===== src/rtl/ram_arbiter_if.sv =====
`default_nettype none
// ============================================================================
// Module   : ram_arbiter_if
// Purpose  : Bundles the ICACHE and MEM requester ports and the RAM
//            controller port of ram_arbiter.
// Ports    : ICACHE : re / addr in, data / status out
//            MEM    : re / we / addr / wdata in, data / status out
//            RAM    : req / we / addr / wdata out, rdata / ack in
// Modports : slave  - the arbiter's view
//            master - the surrounding requesters and RAM controller
// Revision : 1.0 - initial release
// ============================================================================
interface ram_arbiter_if #(
  parameter int ADDR_W = 17
);
  // ICACHE requester
  logic              re_ICACHE_i;
  logic [31:0]       addr_ICACHE_i;
  logic [7:0]        data_ICACHE_o;
  logic              status_ICACHE_o;
  // MEM requester
  logic              re_MEM_i;
  logic              we_MEM_i;
  logic [31:0]       addr_MEM_i;
  logic [7:0]        wdata_MEM_i;
  logic [7:0]        data_MEM_o;
  logic              status_MEM_o;
  // RAM controller
  logic              ram_req_o;
  logic              ram_we_o;
  logic [ADDR_W-1:0] ram_addr_o;
  logic [7:0]        ram_wdata_o;
  logic [7:0]        ram_rdata_i;
  logic              ram_ack_i;

  modport slave (
    input  re_ICACHE_i, addr_ICACHE_i,
    output data_ICACHE_o, status_ICACHE_o,
    input  re_MEM_i, we_MEM_i, addr_MEM_i, wdata_MEM_i,
    output data_MEM_o, status_MEM_o,
    output ram_req_o, ram_we_o, ram_addr_o, ram_wdata_o,
    input  ram_rdata_i, ram_ack_i
  );

  modport master (
    output re_ICACHE_i, addr_ICACHE_i,
    input  data_ICACHE_o, status_ICACHE_o,
    output re_MEM_i, we_MEM_i, addr_MEM_i, wdata_MEM_i,
    input  data_MEM_o, status_MEM_o,
    input  ram_req_o, ram_we_o, ram_addr_o, ram_wdata_o,
    output ram_rdata_i, ram_ack_i
  );
endinterface
`default_nettype wire


===== src/rtl/ram_arbiter.sv =====
`default_nettype none
// ============================================================================
// Module   : ram_arbiter
// Purpose  : Shares one byte-wide RAM controller port between the ICACHE
//            line-fill engine and the MEM stage. One byte per transaction,
//            non-preemptive. MEM has priority, but ICACHE wins after
//            MEM_BURST_MAX consecutive MEM grants while it was waiting.
// Ports    : clk  - clock
//            rst  - asynchronous active-low reset
//            bus  - ram_arbiter_if.slave (requester and RAM ports)
// Revision : 1.0 - initial release
// ============================================================================
module ram_arbiter #(
  parameter int ADDR_W        = 17,
  parameter int MEM_BURST_MAX = 4
) (
  input  wire           clk,
  input  wire           rst,
  ram_arbiter_if.slave  bus
);

  localparam int CNT_W = $clog2(MEM_BURST_MAX + 1);
  localparam logic [CNT_W-1:0] CNT_MAX = CNT_W'(MEM_BURST_MAX);

  typedef enum logic [0:0] {
    ST_IDLE = 1'b0,
    ST_REQ  = 1'b1
  } state_t;

  // Registered state
  state_t            state_q,        state_d;
  logic              owner_mem_q,    owner_mem_d;
  logic              ram_req_q,      ram_req_d;
  logic              ram_we_q,       ram_we_d;
  logic [ADDR_W-1:0] ram_addr_q,     ram_addr_d;
  logic [7:0]        ram_wdata_q,    ram_wdata_d;
  logic [7:0]        data_ic_q,      data_ic_d;
  logic [7:0]        data_mem_q,     data_mem_d;
  logic              ic_srv_v_q,     ic_srv_v_d;
  logic [ADDR_W-1:0] ic_srv_addr_q,  ic_srv_addr_d;
  logic              mem_srv_v_q,    mem_srv_v_d;
  logic [ADDR_W-1:0] mem_srv_addr_q, mem_srv_addr_d;
  logic              mem_srv_we_q,   mem_srv_we_d;
  logic [CNT_W-1:0]  mem_cnt_q,      mem_cnt_d;

  // Requester decode
  logic [ADDR_W-1:0] ic_addr;
  logic [ADDR_W-1:0] mem_addr;
  logic              mem_en;
  logic              ic_pend;
  logic              mem_pend;
  logic              ic_first;
  logic              grant_ic;
  logic              grant_mem;

  // Address bits above the RAM width are intentionally dropped.
  logic unused_addr_hi;
  assign unused_addr_hi = ^{bus.addr_ICACHE_i[31:ADDR_W], bus.addr_MEM_i[31:ADDR_W]};

  assign ic_addr  = bus.addr_ICACHE_i[ADDR_W-1:0];
  assign mem_addr = bus.addr_MEM_i[ADDR_W-1:0];
  // A simultaneous read+write is treated as a write, so we_MEM_i alone is the op.
  assign mem_en   = bus.re_MEM_i | bus.we_MEM_i;

  // A request is pending until the served record matches it exactly.
  assign ic_pend  = bus.re_ICACHE_i &
                    ~(ic_srv_v_q && (ic_srv_addr_q == ic_addr));
  assign mem_pend = mem_en &
                    ~(mem_srv_v_q && (mem_srv_addr_q == mem_addr) &&
                      (mem_srv_we_q == bus.we_MEM_i));

  // ICACHE goes first when MEM is idle or MEM has used its burst allowance.
  assign ic_first  = ic_pend && (!mem_pend || (mem_cnt_q == CNT_MAX));
  assign grant_ic  = (state_q == ST_IDLE) && ic_first;
  assign grant_mem = (state_q == ST_IDLE) && mem_pend && !ic_first;

  always_comb begin
    state_d        = state_q;
    owner_mem_d    = owner_mem_q;
    ram_req_d      = ram_req_q;
    ram_we_d       = ram_we_q;
    ram_addr_d     = ram_addr_q;
    ram_wdata_d    = ram_wdata_q;
    data_ic_d      = data_ic_q;
    data_mem_d     = data_mem_q;
    ic_srv_v_d     = ic_srv_v_q;
    ic_srv_addr_d  = ic_srv_addr_q;
    mem_srv_v_d    = mem_srv_v_q;
    mem_srv_addr_d = mem_srv_addr_q;
    mem_srv_we_d   = mem_srv_we_q;
    mem_cnt_d      = mem_cnt_q;

    case (state_q)
      ST_IDLE: begin
        if (grant_ic) begin
          owner_mem_d = 1'b0;
          ram_addr_d  = ic_addr;
          ram_we_d    = 1'b0;
          ram_wdata_d = 8'h00;
          ram_req_d   = 1'b1;
          state_d     = ST_REQ;
        end else if (grant_mem) begin
          owner_mem_d = 1'b1;
          ram_addr_d  = mem_addr;
          ram_we_d    = bus.we_MEM_i;
          ram_wdata_d = bus.wdata_MEM_i;
          ram_req_d   = 1'b1;
          state_d     = ST_REQ;
        end
      end
      ST_REQ: begin
        // The record takes the registered address/op, not the live inputs,
        // so a requester that moved on mid-transfer stays BUSY.
        if (bus.ram_ack_i) begin
          ram_req_d = 1'b0;
          state_d   = ST_IDLE;
          if (owner_mem_q) begin
            mem_srv_v_d    = 1'b1;
            mem_srv_addr_d = ram_addr_q;
            mem_srv_we_d   = ram_we_q;
            if (!ram_we_q) data_mem_d = bus.ram_rdata_i;
          end else begin
            ic_srv_v_d    = 1'b1;
            ic_srv_addr_d = ram_addr_q;
            data_ic_d     = bus.ram_rdata_i;
          end
        end
      end
      default: begin
        state_d   = ST_IDLE;
        ram_req_d = 1'b0;
      end
    endcase

    // Dropping all enables forgets the record, which allows a repeat access.
    if (!bus.re_ICACHE_i) ic_srv_v_d  = 1'b0;
    if (!mem_en)          mem_srv_v_d = 1'b0;

    // Consecutive-MEM-grant counter, only meaningful while ICACHE waits.
    if (!ic_pend || grant_ic) mem_cnt_d = '0;
    else if (grant_mem)       mem_cnt_d = mem_cnt_q + CNT_W'(1);
  end

  always_ff @(posedge clk or negedge rst) begin
    if (!rst) begin
      state_q        <= ST_IDLE;
      owner_mem_q    <= 1'b0;
      ram_req_q      <= 1'b0;
      ram_we_q       <= 1'b0;
      ram_addr_q     <= '0;
      ram_wdata_q    <= 8'h00;
      data_ic_q      <= 8'h00;
      data_mem_q     <= 8'h00;
      ic_srv_v_q     <= 1'b0;
      ic_srv_addr_q  <= '0;
      mem_srv_v_q    <= 1'b0;
      mem_srv_addr_q <= '0;
      mem_srv_we_q   <= 1'b0;
      mem_cnt_q      <= '0;
    end else begin
      state_q        <= state_d;
      owner_mem_q    <= owner_mem_d;
      ram_req_q      <= ram_req_d;
      ram_we_q       <= ram_we_d;
      ram_addr_q     <= ram_addr_d;
      ram_wdata_q    <= ram_wdata_d;
      data_ic_q      <= data_ic_d;
      data_mem_q     <= data_mem_d;
      ic_srv_v_q     <= ic_srv_v_d;
      ic_srv_addr_q  <= ic_srv_addr_d;
      mem_srv_v_q    <= mem_srv_v_d;
      mem_srv_addr_q <= mem_srv_addr_d;
      mem_srv_we_q   <= mem_srv_we_d;
      mem_cnt_q      <= mem_cnt_d;
    end
  end

  assign bus.ram_req_o       = ram_req_q;
  assign bus.ram_we_o        = ram_we_q;
  assign bus.ram_addr_o      = ram_addr_q;
  assign bus.ram_wdata_o     = ram_wdata_q;
  assign bus.data_ICACHE_o   = data_ic_q;
  assign bus.data_MEM_o      = data_mem_q;
  assign bus.status_ICACHE_o = ic_pend;
  assign bus.status_MEM_o    = mem_pend;

endmodule
`default_nettype wire


===== src/flat_wrapper.sv =====
// flat-port wrapper written by rule: the top's interface ports become plain ports
module ram_arbiter_flat 
#(
  parameter int ADDR_W        = 17,
  parameter int MEM_BURST_MAX = 4
)
  (clk, rst, bus_re_ICACHE_i, bus_addr_ICACHE_i, bus_data_ICACHE_o, bus_status_ICACHE_o, bus_re_MEM_i, bus_we_MEM_i, bus_addr_MEM_i, bus_wdata_MEM_i, bus_data_MEM_o, bus_status_MEM_o, bus_ram_req_o, bus_ram_we_o, bus_ram_addr_o, bus_ram_wdata_o, bus_ram_rdata_i, bus_ram_ack_i);
  ram_arbiter_if #(.ADDR_W(ADDR_W)) bus_i ();
  input  wire clk;
  input  wire rst;
  input wire logic [$bits(bus_i.re_ICACHE_i)-1:0] bus_re_ICACHE_i;
  input wire logic [$bits(bus_i.addr_ICACHE_i)-1:0] bus_addr_ICACHE_i;
  output wire logic [$bits(bus_i.data_ICACHE_o)-1:0] bus_data_ICACHE_o;
  output wire logic [$bits(bus_i.status_ICACHE_o)-1:0] bus_status_ICACHE_o;
  input wire logic [$bits(bus_i.re_MEM_i)-1:0] bus_re_MEM_i;
  input wire logic [$bits(bus_i.we_MEM_i)-1:0] bus_we_MEM_i;
  input wire logic [$bits(bus_i.addr_MEM_i)-1:0] bus_addr_MEM_i;
  input wire logic [$bits(bus_i.wdata_MEM_i)-1:0] bus_wdata_MEM_i;
  output wire logic [$bits(bus_i.data_MEM_o)-1:0] bus_data_MEM_o;
  output wire logic [$bits(bus_i.status_MEM_o)-1:0] bus_status_MEM_o;
  output wire logic [$bits(bus_i.ram_req_o)-1:0] bus_ram_req_o;
  output wire logic [$bits(bus_i.ram_we_o)-1:0] bus_ram_we_o;
  output wire logic [$bits(bus_i.ram_addr_o)-1:0] bus_ram_addr_o;
  output wire logic [$bits(bus_i.ram_wdata_o)-1:0] bus_ram_wdata_o;
  input wire logic [$bits(bus_i.ram_rdata_i)-1:0] bus_ram_rdata_i;
  input wire logic [$bits(bus_i.ram_ack_i)-1:0] bus_ram_ack_i;
  assign bus_i.re_ICACHE_i = bus_re_ICACHE_i;
  assign bus_i.addr_ICACHE_i = bus_addr_ICACHE_i;
  assign bus_data_ICACHE_o = bus_i.data_ICACHE_o;
  assign bus_status_ICACHE_o = bus_i.status_ICACHE_o;
  assign bus_i.re_MEM_i = bus_re_MEM_i;
  assign bus_i.we_MEM_i = bus_we_MEM_i;
  assign bus_i.addr_MEM_i = bus_addr_MEM_i;
  assign bus_i.wdata_MEM_i = bus_wdata_MEM_i;
  assign bus_data_MEM_o = bus_i.data_MEM_o;
  assign bus_status_MEM_o = bus_i.status_MEM_o;
  assign bus_ram_req_o = bus_i.ram_req_o;
  assign bus_ram_we_o = bus_i.ram_we_o;
  assign bus_ram_addr_o = bus_i.ram_addr_o;
  assign bus_ram_wdata_o = bus_i.ram_wdata_o;
  assign bus_i.ram_rdata_i = bus_ram_rdata_i;
  assign bus_i.ram_ack_i = bus_ram_ack_i;
  ram_arbiter #(.ADDR_W(ADDR_W), .MEM_BURST_MAX(MEM_BURST_MAX)) u_core (.clk(clk), .rst(rst), .bus(bus_i));
endmodule

===== config.mk =====
export PLATFORM = sky130hd
export DESIGN_NAME = ram_arbiter_flat
export DESIGN_NICKNAME = d
export VERILOG_FILES = /design/src/rtl/ram_arbiter_if.sv /design/src/rtl/ram_arbiter.sv /design/src/flat_wrapper.sv
export SDC_FILE = /design/constraint.sdc
export NUM_CORES = 1
export LEC_CHECK = 0
export BUFFER_PORTS_ARGS = -buffer_cell sky130_fd_sc_hd__buf_4
export CORE_ASPECT_RATIO = 1.1
export CORE_MARGIN = 5
export CORE_UTILIZATION = 40
export CTS_CLUSTER_DIAMETER = 120
export DETAILED_ROUTE_END_ITERATION = 8
export GPL_ROUTABILITY_DRIVEN = 0
export MAX_ROUTING_LAYER = met4
export PLACE_DENSITY = 0.66
export SYNTH_ARGS = -nofsm -noshare
export SYNTH_HDL_FRONTEND = slang
export SYNTH_SLANG_ARGS = --single-unit
export TNS_END_PERCENT = 30

===== constraint.sdc =====
create_clock -name clk -period 2.35 [get_ports clk]
set_input_delay 0.235 -clock clk [delete_from_list [all_inputs] [get_ports clk]]
set_output_delay 0.235 -clock clk [all_outputs]
set_load 0.05 [all_outputs]

## Word level (Yosys, flattened, before mapping)

Cells that the tools add are included.

- Register bits after elaboration: 85
- Input bits: 86
- Output and inout port bits: 45
- Logic and storage cells: 81

- Add/subtract/negate cells: 1
- Equality and inequality tests: 12
- Multiplexer cells: 25
- Bitwise logic cells: 8
- Reduce and logical (&&, ||, !) cells: 21

Operator list:

| operator | number |
|---|---|
| 17-bit equality test | 2 |
| 17-bit 2-to-1 mux | 2 |
| 1-bit 2-to-1 mux | 17 |
| 8-bit 2-to-1 mux | 2 |
| 3-bit AND reduction | 4 |
| 2-bit by 1-bit inequality test with 1-bit output (second input constant) | 4 |
| 1-bit logical AND | 7 |
| 3-bit 2-to-1 mux | 2 |
| 2-bit inequality test (second input constant) | 3 |
| 1-bit inverter | 5 |
| 1-bit one-hot mux with 2 select lines | 2 |
| 2-bit AND reduction | 2 |
| 4-bit AND reduction | 1 |
| 2-bit nonzero test | 2 |
| 3-bit by 1-bit adder with 3-bit output (second input constant) | 1 |
| 3-bit equality test (second input constant) | 1 |
| 1-bit logical NOT | 3 |
| 3-bit by 1-bit inequality test with 1-bit output (second input constant) | 1 |
| 1-bit AND | 2 |
| 1-bit logical OR | 2 |
| 1-bit equality test | 1 |
| 1-bit OR | 1 |

## Longest topological paths before layout

Gate-level depths: netlist of run 1.

- Word-level depth: 13
- Depth in mapped cells: 10
- Depth with buffers taken out: 8

## Worst setup path after synthesis of run 1

No wires, ideal clock.

- Kind: register to register
- Start: register u_core.ic_srv_addr_q[13]
- End: register u_core.ram_wdata_q[5], in the netlist u_core.bus.ram_wdata_o[5]
- Library setup time: 121 ps
- Arrival time: 2356 ps
- Required time: 2229 ps
- Setup slack: -127 ps
- Cell stages (with the launch flop): 10
- Path buffers: 2
- Period minus slack after synthesis: 2477 ps
- Path through: dfrtp_1 > xnor2_1 > nand4_1 > nor3_1 > a21boi_1 > or2_4 > nand2b_4 > buf_12 > buf_12 > a22o_1

- Cells in the longest elaborated chain, start to end: 9
- Elaborated cells on any way between the ends: 11
- Classes of those cells: eq/ne: 1; mux: 1; bitwise: 2; reduce/logical: 7

Ends and longest elaborated chain:

| what | RTL line | text |
|---|---|---|
| start: declaration | ram_arbiter.sv:40 | `logic [ADDR_W-1:0] ic_srv_addr_q, ic_srv_addr_d;` |
| start signal: assignment | ram_arbiter.sv:170 | `ic_srv_addr_q <= ic_srv_addr_d;` |
| 17-bit equality test * | ram_arbiter.sv:67 | `~(ic_srv_v_q && (ic_srv_addr_q == ic_addr));` |
| 1-bit logical AND * | ram_arbiter.sv:67 |  |
| 1-bit inverter * | ram_arbiter.sv:67 |  |
| 1-bit AND * | ram_arbiter.sv:66 | `assign ic_pend = bus.re_ICACHE_i &` |
| via bus_status_ICACHE_o | flat_wrapper.sv:14 | `output wire logic [$bits(bus_i.status_ICACHE_o)-1:0] bus_status_ICACHE_o;` |
| 1-bit logical AND * | ram_arbiter.sv:73 | `assign ic_first = ic_pend && (!mem_pend \|\| (mem_cnt_q == CNT_MAX));` |
| 1-bit logical NOT | ram_arbiter.sv:75 | `assign grant_mem = (state_q == ST_IDLE) && mem_pend && !ic_first;` |
| 1-bit logical AND | ram_arbiter.sv:75 |  |
| 2-bit nonzero test (no source line) | n/a |  |
| 2-bit AND reduction (no source line) | n/a |  |
| end signal: assignment | ram_arbiter.sv:166 | `ram_wdata_q <= ram_wdata_d;` |
| end: declaration | ram_arbiter.sv:36 | `logic [7:0] ram_wdata_q, ram_wdata_d;` |

The timed path passes the listed nets; every way through them passes the cells marked *.
A chain may end at the register's enable or synchronous reset.

## Final worst setup path of run 1

- Start: register u_core.mem_srv_addr_q[15]
- End: register u_core.ram_addr_q[4], in the netlist u_core.bus.ram_addr_o[4]

- Cells in the longest elaborated chain, start to end: 12
- Elaborated cells on any way between the ends: 15
- Classes of those cells: eq/ne: 1; mux: 1; bitwise: 2; reduce/logical: 11

Ends and longest elaborated chain:

| what | RTL line | text |
|---|---|---|
| start: declaration | ram_arbiter.sv:42 | `logic [ADDR_W-1:0] mem_srv_addr_q, mem_srv_addr_d;` |
| start signal: assignment | ram_arbiter.sv:172 | `mem_srv_addr_q <= mem_srv_addr_d;` |
| 17-bit equality test * | ram_arbiter.sv:69 | `~(mem_srv_v_q && (mem_srv_addr_q == mem_addr) &&` |
| 1-bit logical AND * (2 in a row) | ram_arbiter.sv:69 |  |
| 1-bit inverter * | ram_arbiter.sv:69 |  |
| 1-bit AND * | ram_arbiter.sv:68 | `assign mem_pend = mem_en &` |
| 1-bit logical NOT | ram_arbiter.sv:73 |  |
| 1-bit logical OR | ram_arbiter.sv:73 |  |
| 1-bit logical AND | ram_arbiter.sv:73 |  |
| 1-bit logical NOT | ram_arbiter.sv:75 |  |
| 1-bit logical AND | ram_arbiter.sv:75 |  |
| 2-bit nonzero test (no source line) | n/a |  |
| 2-bit AND reduction (no source line) | n/a |  |
| end signal: assignment | ram_arbiter.sv:165 | `ram_addr_q <= ram_addr_d;` |
| end: declaration | ram_arbiter.sv:35 | `logic [ADDR_W-1:0] ram_addr_q, ram_addr_d;` |

Every way passes the cells marked *; elsewhere a longest branch is shown, timed or not.

==> metrics, run 1 <==
status=finished, final reports clean; commonest non-fill, non-tap cells in the layout=107 x buf_4, 85 x dfrtp_1, 51 x mux2_2; type of the worst min-delay path=in -> reg; IO Port Bufs=100; final slew viol count=0; clock tree from TritonCTS=done; worst-skew pair later-pin latency=0.36 ns; met1 WL=3.99 mm; DIE HEIGHT=112 um; layout cells sized above 1=45.9%; global-route wire length before repair=14.6 mm; final period utilization=92.7%; leakage power of the design=2.29 nW; 1st-iter DRT viols=91; Ys Warns=0; CP max stage delay=0.43 ns; setup slack of the most critical reg-to-reg path=0.17 ns; cells resized by post-CTS repair=0; buffer depth of the longest clock path=2; number of nets in the finished design=490; total detailed-routing wirelength=9.08 mm; number of search-and-repair iterations in the first detailed-routing pass=5; capturing element type of the critical path=register; Post-Synthesis Net Count=382; number of antenna violations at the first check in global routing=0; worst setup path end=u_core.bus.ram_addr_o[4]; total via count in the routed design=2703; library cell appearing most often on the critical path=buf_4; DR top layer=met4; total track usage=16.8%; worst-margin pin slew=0.500 ns; CTS hold repair buffers=1; post-layout total power=5.53 mW; count of endpoints failing hold in the final timing report=0; data required time of the critical path=2.60 ns; critical path class=reg -> reg; number of remaining DRC errors=0; total length of routed met3 wires=410 um; library cell contributing the largest single delay on the critical path=nor4_1; number of diodes=0; die area=11600 um2; mean post-synth cell area=13.0 um2; number of post-CTS setup repair buffers=0; Root Driver=clkbuf_8; most common cell after layout, fill and taps aside=buf_4; Slew headroom=66.7%; Detail Placement HPWL=6.65 mm; I/O pin count=131; pin count of the biggest net entering global routing=49; vias in the first global route=2844; clock slew seen by the registers of the worst setup and hold paths=0.09 ns; data arrival time of the worst path=2.42 ns; post-synth design cell area=3820 um2; proportion of synthesized chip area in sequential cells=55.7%; share of the core filled with cells in the final layout=53.3%; global route overflow=0; detailed-route vias per instance=5.16; Post-Route Skew=0.0144 ns; Floorplan Core Area=9350 um2; largest fanout of any net on the critical path=12; Tmin final=2.18 ns; startpoint of the worst setup timing path=u_core.mem_srv_addr_q[15]; setup TNS=0 ns; synthesized flop and latch total=85; logic depth of the worst register-to-register path=9; count of filler cells inserted in the layout=844; maximum clock frequency=0.459 GHz; CTS Buf Count=9; CP Cell Sequence=xor2_1, nor4_1, nand4_1, o22ai_2, buf_4, a211oi_4, buf_4, a22o_1, a21o_1; remaining number of nets flagged by the antenna check after routing=0; CTS Sinks=85; areal power density over the cells=1110 nW/um2; Met2 Routed Length=4.53 mm; final count of negative-setup-slack endpoints=0; H-Tree Level Count=3; count of mapped cells out of synthesis=294; Area Overhead vs Synth=30.4%; Worst IR Drop VDD=0.551 mV; routed length per instance=17.3 um; Yosys cell types=37; Reg2Reg Launch Point=u_core.mem_srv_addr_q[15]; setup repair after global routing missed its margin=no; # Max-Cap Violations=0; die width=103 um; initial core utilization=40.8%; crit path launch type=register; Hold Path Stages=2; destination of the worst register-to-register timing path=u_core.bus.ram_addr_o[4]; num rows=37
==> Yosys cell counts (all sizes together) <==
| master | number | area share (%) |
|---|---|---|
| a211oi | 1 | 0.52 |
| a21boi | 2 | 0.39 |
| a21o | 2 | 0.39 |
| a21oi | 20 | 2.6 |
| a22o | 10 | 2.3 |
| a31oi | 1 | 0.16 |
| and2 | 1 | 0.16 |
| buf | 8 | 2.1 |
| clkbuf | 7 | 0.69 |
| dfrtp | 85 | 56 |
| ha | 2 | 0.66 |
| inv | 5 | 0.49 |
| mux2 | 51 | 15 |
| nand2 | 4 | 0.39 |
| nand2b | 4 | 0.85 |
| nand3 | 2 | 0.26 |
| nand4 | 5 | 0.82 |
| nor2 | 18 | 1.8 |
| nor3 | 2 | 0.26 |
| nor3b | 1 | 0.20 |
| nor4 | 4 | 0.82 |
| o21a | 2 | 0.39 |
| o21ai | 2 | 0.26 |
| o22ai | 1 | 0.33 |
| o2bb2ai | 16 | 3.8 |
| or2 | 3 | 0.56 |
| xnor2 | 19 | 4.4 |
| xor2 | 16 | 3.7 |
==> flip-flops by register name, indices dropped and copies added, names as in the netlist <==
name                      flops
u_core.bus.data_ICACHE_o      8
u_core.bus.data_MEM_o         8
u_core.bus.ram_addr_o        17
u_core.bus.ram_req_o          1
u_core.bus.ram_wdata_o        8
u_core.bus.ram_we_o           1
u_core.ic_srv_addr_q         17
u_core.ic_srv_v_q             1
u_core.mem_cnt_q              3
u_core.mem_srv_addr_q        17
u_core.mem_srv_v_q            1
u_core.mem_srv_we_q           1
u_core.owner_mem_q            1
u_core.state_q                1
==> worst min path at each step <==
stage / from / endpoint / slack, ns
3_3_place_gp: rst / u_core.ic_srv_addr_q[15] / 0.24
4_1_cts: bus_wdata_MEM_i[1] / u_core.bus.ram_wdata_o[1] / 0.09
3_5_place_dp: rst / u_core.ic_srv_addr_q[15] / 0.24
6_report: bus_wdata_MEM_i[1] / u_core.bus.ram_wdata_o[1] / 0.11
2_1_floorplan: rst / u_core.bus.data_ICACHE_o[0] / -0.06
5_1_grt: bus_wdata_MEM_i[2] / u_core.bus.ram_wdata_o[2] / 0.10
==> layer usage <==
layer | GRT usage (%) | vias up
met5 | - | -
met3 | 2.55 | 11
met1 | 22.3 | 1360
met2 | 25.8 | 71
met4 | 6.48 | 0
li1 | - | 1261
==> layout make-up <==
cell class	instances	area (um2)	share of cell area [%]
well taps	117	146	2.94
clock buffers	11	141	2.84
flip-flops and latches	85	2130	42.7
multi-input cells	189	1570	31.5
repair buffers	112	893	17.9
inverters	5	18.8	0.377
clock inverters	5	82.6	1.66
==> worst max-delay path, delay by kind of cell, from the launching register on <==
family          cells  cell delay, ns
xor+xnor            1            0.14
compound gates      4            0.53
simple gates        2            0.63
flops               1            0.39
buf+inv             2            0.36
==> power breakdown <==
group / switching (mW) / internal [mW] / leakage (nW) / total, mW
Sequential: 0.323 / 1.94 / 1.04 / 2.27
Combinational: 1.20 / 0.897 / 1.14 / 2.10
Clock: 0.527 / 0.632 / 0.114 / 1.16
==> cell families after synthesis <==
kind of cell | synth area share, %
DFF | 55.7
AOI/OAI and AO/OA | 11.2
muxes | 15.0
and+or+nand+nor | 6.10
xor gates and xnor gates | 8.03
buffers and inverters | 3.24
adders and majority gates | 0.655
==> metrics by stage <==
step	cell area, um2	hold slack [ns]	std cells	setup slack (ns)
after floorplan	3820	-0.0606	294	0.258
after global placement	4750	0.238	507	0.276
after detailed placement	4750	0.238	507	0.189
after CTS	4980	0.0863	524	0.164
after global routing	4980	0.102	524	0.0364
final	4980	0.106	524	0.172
No activity file was read; power rests on OpenSTA's default activity.
==> run 2: changes to the inputs <==
--- a/config.mk
+++ b/config.mk
@@ -11,7 +11,7 @@
 export CORE_UTILIZATION = 40
 export CTS_CLUSTER_DIAMETER = 120
 export DETAILED_ROUTE_END_ITERATION = 8
-export GPL_ROUTABILITY_DRIVEN = 0
+export GPL_TIMING_DRIVEN = 0
 export MAX_ROUTING_LAYER = met4
 export PLACE_DENSITY = 0.66
 export SYNTH_ARGS = -nofsm -noshare
==> run 2 against run 1 <==
Net effect:
- sequential power about the same
- combinational power increased by 3%
- routed wire length increased by 5.7%
- clock-buffer cell count decreased by 2
- critical path depth decreased by 3
- utilization increased by 1.2 points
- die area unchanged
- cell count increased by 1.7%
- non-clock buffer count increased by 11
- maximum frequency decreased by 5.8%
- critical endpoint is now u_core.ic_srv_addr_q[9]
==> metrics, run 2 (same netlist as run 1, synthesis figures left out) <==
status=finished, final reports clean; total detailed-routing wirelength=9.60 mm; critical path class=reg -> reg; detailed-route vias per instance=5.15; Detail Placement HPWL=6.85 mm; global route overflow=0; clock tree from TritonCTS=done; type of the worst min-delay path=in -> async; Worst IR Drop VDD=0.524 mV; H-Tree Level Count=3; leakage power of the design=2.33 nW; vias in the first global route=2914; number of diodes=0; library cell appearing most often on the critical path=clkbuf_1; Root Driver=clkbuf_8; final slew viol count=0; post-layout total power=5.75 mW; DIE HEIGHT=112 um; buffer depth of the longest clock path=2; largest fanout of any net on the critical path=10; final count of negative-setup-slack endpoints=0; post-placement cell count=511; Floorplan Core Area=9350 um2; worst slack, placed=-0.123 ns; pin count of the biggest net entering global routing=86; clock slew seen by the registers of the worst setup and hold paths=0.09 ns; routability cong.=0.791; remaining number of nets flagged by the antenna check after routing=0; data required time of the critical path=2.59 ns; worst-margin pin slew=1.10 ns; IO Port Bufs=100; count of filler cells inserted in the layout=836; total track usage=17.7%; CTS Sinks=85; global-route wire length before repair=15.4 mm; maximum clock frequency=0.432 GHz; total via count in the routed design=2745; number of remaining DRC errors=0; Post-Route Skew=0.00574 ns; initial core utilization=40.8%; data arrival time of the worst path=2.55 ns; I/O pin count=131; # Max-Cap Violations=0; CP Cell Sequence=clkbuf_1, nand2_1, or2_2, clkbuf_1, buf_1, mux2_2; 1st-iter DRT viols=79; setup slack of the most critical reg-to-reg path=0.04 ns; final period utilization=98.4%; CP max stage delay=0.59 ns; die area=11600 um2; setup TNS=0 ns; count of endpoints failing hold in the final timing report=0; crit path launch type=register; least setup slack across all paths after layout=0.0376 ns; Slew headroom=26.4%; layout cells sized above 1=46.9%; routed length per instance=18.0 um; Tmin final=2.31 ns; die width=103 um; most common cell after layout, fill and taps aside=buf_4; number of antenna violations at the first check in global routing=0; Area Overhead vs Synth=33.3%; library cell contributing the largest single delay on the critical path=buf_1; sequential cell area in the final layout=2130 um2; worst-skew pair later-pin latency=0.35 ns; setup repair after global routing missed its margin=yes; CTS Buf Count=9; commonest non-fill, non-tap cells in the layout=108 x buf_4, 85 x dfrtp_1, 51 x mux2_2; number of nets in the finished design=501; area taken by multi-input logic gates=1600 um2; areal power density over the cells=1130 nW/um2; number of search-and-repair iterations in the first detailed-routing pass=4; capturing element type of the critical path=register; num rows=37; Non-Filler Instances=533; Hold Worst Slack=0.0578 ns
==> run 2: changes by cell type in the layout (fill, tap and decap cells not counted), moves of 2 or more <==
cell	before	now
bufinv_16	2	4
clkbuf_1	1	6
clkbuf_4	0	3
nor3_1	2	0
nor3_2	0	2
==> run 2: critical path: cells and delay by family (launching register included) <==
kind | cells | cell delay, ns
buffers and inverters | 3 | 1.19
flip-flops | 1 | 0.36
multiplexers | 1 | 0.41
AND/OR/NAND/NOR | 2 | 0.24
==> run 2: worst paths after layout <==
kind,startpoint,end,depth (start not counted)
max reg2reg,u_core.state_q,u_core.ic_srv_addr_q[9],6
max,u_core.state_q,u_core.ic_srv_addr_q[9],6
max in group asynchronous,rst,u_core.ic_srv_addr_q[2],1
min,rst,u_core.ic_srv_addr_q[11],1
min in group clk,bus_wdata_MEM_i[4],u_core.bus.ram_wdata_o[4],2
min reg2reg,u_core.mem_cnt_q[2],u_core.mem_cnt_q[2],1
==> run 2: power breakdown <==
part           switching [mW]  total, mW  internal [mW]
sequential              0.321       2.27           1.94
clock                   0.520       1.32          0.801
combinational            1.25       2.16          0.915
==> run 2: layer usage <==
metal  vias up  routed length, um  GRT usage (%)
met3        13                451           2.67
met1      1387               4200           23.2
met2        63               4760           27.8
li1       1282                  -              -
met4         0                179           5.96
met5         -                  0              -
==> run 2: stage by stage <==
stage	util [%]	instance area [um2]
5_1_grt	54.4	5090
3_3_place_gp	50.5	4720
2_1_floorplan	-	3820
3_5_place_dp	50.5	4720
4_1_cts	53.3	4990
6_report	54.4	5090
==> run 2: area by class of cell <==
type | count | share of cell area [%]
inverter | 5 | 0.369
clock inverter | 5 | 2.46
clock buffer | 9 | 2.43
timing repair buffer | 108 | 16.3
multi-input combinational | 189 | 31.4
sequential | 85 | 41.8
tap | 117 | 2.88
buffer | 15 | 2.39
==> run 2: repair_timing <==
item / 4_1_cts / 5_1_grt
buffers inserted: 2 / 5
gates cloned: 0 / 1
setup endpoints to repair: 20 / 49
hold buffers: 0 / 0
gates resized for setup: 1 / 12
hold endpoints to repair: 0 / 0
pin swaps: 1 / 4
